[src/rtl/gpr_wb_arb.sv]
// Write-back arbiter for the GPR file write port: round-robin between execute (port 0)
// and load-return (port 1), registered write port, and a pending-write scoreboard.
module gpr_wb_arb #(
  parameter int WORD_WIDTH     = 32,
  parameter int GPR_ADDR_WIDTH = 5,
  parameter int NUM_GPR        = 32
) (
  input  logic                      clk,
  input  logic                      rst,
  input  logic                      req0_valid,
  input  logic [GPR_ADDR_WIDTH-1:0] req0_addr,
  input  logic [WORD_WIDTH-1:0]     req0_data,
  output logic                      req0_ready,
  input  logic                      req1_valid,
  input  logic [GPR_ADDR_WIDTH-1:0] req1_addr,
  input  logic [WORD_WIDTH-1:0]     req1_data,
  output logic                      req1_ready,
  input  logic                      sb_set,
  input  logic [GPR_ADDR_WIDTH-1:0] sb_set_addr,
  input  logic                      flush,
  input  logic [GPR_ADDR_WIDTH-1:0] chk_addr_0,
  input  logic [GPR_ADDR_WIDTH-1:0] chk_addr_1,
  output logic                      busy_0,
  output logic                      busy_1,
  output logic                      gpr_we_,
  output logic [GPR_ADDR_WIDTH-1:0] gpr_wr_addr,
  output logic [WORD_WIDTH-1:0]     gpr_wr_data
);

  logic                      last_grant_q, last_grant_d;
  logic                      we_n_q, we_n_d;
  logic [GPR_ADDR_WIDTH-1:0] wr_addr_q, wr_addr_d;
  logic [WORD_WIDTH-1:0]     wr_data_q, wr_data_d;
  logic [NUM_GPR-1:0]        pending_q, pending_d;
  logic                      grant0, grant1, commit;

  // Arbitration: the port that did not win last time takes a contended cycle.
  always_comb begin
    grant0     = req0_valid & (~req1_valid | last_grant_q);
    grant1     = req1_valid & (~req0_valid | ~last_grant_q);
    req0_ready = grant0 & ~rst;
    req1_ready = grant1 & ~rst;
  end

  assign commit = ~we_n_q;

  always_comb begin
    last_grant_d = last_grant_q;
    we_n_d       = 1'b1;
    wr_addr_d    = wr_addr_q;
    wr_data_d    = wr_data_q;
    if (req0_ready) begin
      last_grant_d = 1'b0;
      if (req0_addr != '0) begin
        we_n_d    = 1'b0;
        wr_addr_d = req0_addr;
        wr_data_d = req0_data;
      end
    end else if (req1_ready) begin
      last_grant_d = 1'b1;
      if (req1_addr != '0) begin
        we_n_d    = 1'b0;
        wr_addr_d = req1_addr;
        wr_data_d = req1_data;
      end
    end
  end

  // Scoreboard: commit clears, flush clears all, then a new allocation is applied last.
  always_comb begin
    pending_d = pending_q;
    if (commit) pending_d[wr_addr_q] = 1'b0;
    if (flush) pending_d = '0;
    if (sb_set && (sb_set_addr != '0)) pending_d[sb_set_addr] = 1'b1;
  end

  // A same-cycle commit is forwarded by the register file, so it is not a hazard.
  always_comb begin
    busy_0 = pending_q[chk_addr_0] & ~(commit & (wr_addr_q == chk_addr_0))
             & (chk_addr_0 != '0) & ~rst;
    busy_1 = pending_q[chk_addr_1] & ~(commit & (wr_addr_q == chk_addr_1))
             & (chk_addr_1 != '0) & ~rst;
  end

  always_ff @(posedge clk) begin
    if (rst) begin
      last_grant_q <= 1'b1;
      we_n_q       <= 1'b1;
      wr_addr_q    <= '0;
      wr_data_q    <= '0;
      pending_q    <= '0;
    end else begin
      last_grant_q <= last_grant_d;
      we_n_q       <= we_n_d;
      wr_addr_q    <= wr_addr_d;
      wr_data_q    <= wr_data_d;
      pending_q    <= pending_d;
    end
  end

  assign gpr_we_     = we_n_q;
  assign gpr_wr_addr = wr_addr_q;
  assign gpr_wr_data = wr_data_q;

endmodule

[config.mk]
export PLATFORM = sky130hd
export DESIGN_NAME = gpr_wb_arb
export DESIGN_NICKNAME = d
export VERILOG_FILES = /design/src/rtl/gpr_wb_arb.sv
export SDC_FILE = /design/constraint.sdc
export NUM_CORES = 1
export LEC_CHECK = 0
export ABC_AREA = 0
export CAP_MARGIN = 20
export CORE_UTILIZATION = 46
export DETAILED_ROUTE_END_ITERATION = 10
export GPL_TIMING_DRIVEN = 0
export MAX_ROUTING_LAYER = met4
export PLACE_DENSITY = 0.85
export SYNTH_ARGS = -nofsm -noshare
export SYNTH_HDL_FRONTEND = slang
export SYNTH_SLANG_ARGS = --single-unit
export TNS_END_PERCENT = 30
[constraint.sdc]
create_clock -name clk -period 2.3 [get_ports clk]
set_clock_uncertainty 0.05 [all_clocks]
set_input_delay 0.345 -clock clk [delete_from_list [all_inputs] [get_ports clk]]
set_output_delay 0.345 -clock clk [all_outputs]
set_load 0.01 [all_outputs]
==> flow_summary.ini, run 1 <==
[outcome]
run_status = complete, no violations

[power_and_ir_drop]
ir_worst_vdd_v = 0.000326
powerDensity_nw_per_um2 = 559
power_mw = 3.18
cellLeakagePower_nw = 2.06

[clock_tree]
clockBufferDepth = 2
cts_sinks = 70
cts_buffers = 9
clock_latency_ns = 0.34
path_clk_slew_ns = 0.07
cts_tree = yes
cts_root_buffer = clkbuf_8
cts_hold_buf = 0
htreeDepth = 3

[place]
gp_congestion = 0.996
placed_cells = 643
hpwlAfterDp_um = 9670
place.port_buffers = 132

[cells_and_area]
drive_gt1_frac = 0.179
final_nets = 644
area_growth_pct = 43.2
antennaDiodeCount = 0
fin_cells = 659
n_fill_cell = 627

[routing]
first_iter_violations = 227
dr.pass1.iters = 7
vias = 3943
drt_wl_total_um = 12700
wl_per_cell_um = 19.3
ant_nets = 0
drc = 0
viasPerCell = 5.98

[floorplanning]
dieWidth_um = 94.9
core_um2 = 8300
start_util = 0.479
ios = 137
dieArea_um2 = 9010
die_h_um = 94.9
num_rows = 33

[global_route]
grt_pass1_vias = 3828
grt_max_degree = 14
grt_pass1_wl_um = 19100
grt_usage = 0.287
grt_overflow_total = 0
antenna_found_initial = 0

[sta]
clock.fmax_ghz = 0.440
finalHoldViolations = 0
slew_headroom = 0.221
finalSetupViolCount = 0
drv_slew = 0
finalCritPeriodShare = 0.989
tightest_slew_ns = 1.16
fin_crit_ns = 2.28
setup_tns_ns = 0
rsz0062_at_grt = true

[setup_path]
critPathTopFamily = multiplexers
critical_path_class = reg2out
crit_chain = mux2i_1, mux4_2, a31oi_1, and3_1, clkdlybuf4s15_2
start_kind = register
crit_arrival_ns = 1.88
max_stage_delay_ns = 0.48
endpoint_kind = primary output
critical_path_buf_inv_count = 1
worstPathRequired_ns = 1.90
cp_max_fo = 3
cp_slowest_cell = mux4_2

[logic_synthesis]
syn_area_um2 = 3970
yosysTopAreaCellShare = 0.353
yosysSeqAreaShare = 0.353
synth_fp_nets = 501
netlist_top_cells_count = dfxtp_1 (70), mux2i_1 (55), nor2_1 (47)
ys_warn_count = 0
syn_inst = 406
async_flop_share = 0
synth.area.top_cells = dfxtp_1 (35%), mux2i_1 (14%), a211oi_2 (9.1%), a32o_1 (6.6%), nor2_1 (4.4%)
ys_types = 45
synth_most_common_cell = dfxtp_1
yosysTopAreaCell = dfxtp_1
syn_area_per_cell_um2 = 9.78
synth_flop_cell = dfxtp_1
synth-edff-count = 0
synth_seq_cells = 70

[min_path]
hold_path.class = reg2reg

[job]
maxCapViolations = 0
==> area by class of cell <==
| class | count | area [µm²] | share of cell area |
|---|---|---|---|
| timing repair buffer | 134 | 1330 | 0.233 |
| clock buffer | 10 | 138 | 0.0242 |
| multi-input combinational | 298 | 2380 | 0.419 |
| tap | 105 | 131 | 0.0231 |
| clock inverter | 6 | 68.8 | 0.0121 |
| inverter | 5 | 23.8 | 0.00418 |
| sequential | 70 | 1410 | 0.248 |
| buffer | 31 | 205 | 0.0361 |
==> tightest hold or removal path, delay by kind of cell (launching register included) <==
family        cells  cell delay, ns
simple gates      2            0.12
flops             1            0.33
==> worst paths after layout <==
path	slack, ns	to	depth (start not counted)	start
min reg2reg	0.44	pending_q[6]$_SDFF_PP0_	2	pending_q[6]$_SDFF_PP0_
min	0.44	pending_q[6]$_SDFF_PP0_	2	pending_q[6]$_SDFF_PP0_
max reg2reg	0.45	gpr_wr_addr[3]$_SDFFE_PP0P_	7	last_grant_q$_SDFFE_PP1P_
max	0.02	busy_0	5	pending_q[12]$_SDFF_PP0_
==> per-stage QoR <==
step	worst slack [ns]	area [µm²]	hold slack [ns]	util
final	0.0248	5690	0.444	0.686
after global routing	-0.0307	5690	0.464	0.686
after CTS	-0.0266	5670	0.442	0.683
after detailed placement	-0.615	5430	0.431	0.654
after global placement	-0.636	5430	0.421	0.654
after floorplan	0.268	3970	0.393	-
==> what timing repair did <==
action,in CTS,in global routing
endpoints found under the setup margin,3,2
resized for setup,29,10
gates cloned,0,0
pin swaps,3,0
setup buffers,2,0
==> registers in the layout, indices dropped and copies added, names as in the netlist <==
name	count
gpr_wr_data	32
pending_q	31
gpr_wr_addr	5
gpr_we_	1
last_grant_q	1
==> routing by layer <==
metal,GRT usage,share of wire
met4,0.135,0.031
met2,0.477,0.50
met3,0.0475,0.082
met5,-,0
met1,0.335,0.39
==> kinds of logic after synthesis <==
logic type	after synthesis	synth area share
muxes	64	0.181
buffers and inverters	38	0.0539
DFF	70	0.353
and+or+nand+nor	139	0.179
AOI/OAI and AO/OA	85	0.212
xor gates and xnor gates	10	0.0220
==> cell usage in the layout, fill, tap and decap left out, drive strengths merged, types with 4 or more instances in the layout <==
cell type / count
nor2: 47
mux2i: 55
clkinv: 4
a32o: 26
mux4: 6
nor2b: 4
nand2: 36
clkdlybuf4s50: 126
nor3: 7
nor3b: 9
dfxtp: 70
xnor2: 8
clkbuf: 26
and3b: 6
inv: 5
nand3b: 5
a211oi: 37
nand3: 7
buf: 19
nand2b: 7
a21oi: 6
==> power by group <==
group / leakage (nW) / switching [mW] / internal (mW) / total [mW]
sequential: 0.578 / 0.0471 / 1.28 / 1.33
combinational: 1.38 / 0.397 / 0.436 / 0.833
clock: 0.103 / 0.486 / 0.536 / 1.02
total: 2.06 / 0.930 / 2.25 / 3.18
(Power assumes the default switching activity.)
==> run 2: changes to the inputs <==
Settings changed: CAP_MARGIN 20 to default.
==> results of run 2 <==
Same layout as run 1: the final DEF is identical, and so are final timing and power.
==> run 3: changes to the inputs <==
Settings changed: CAP_MARGIN from default to 15.
==> results of run 3 <==
Same layout as run 1: the final DEF is identical, and so are final timing and power.
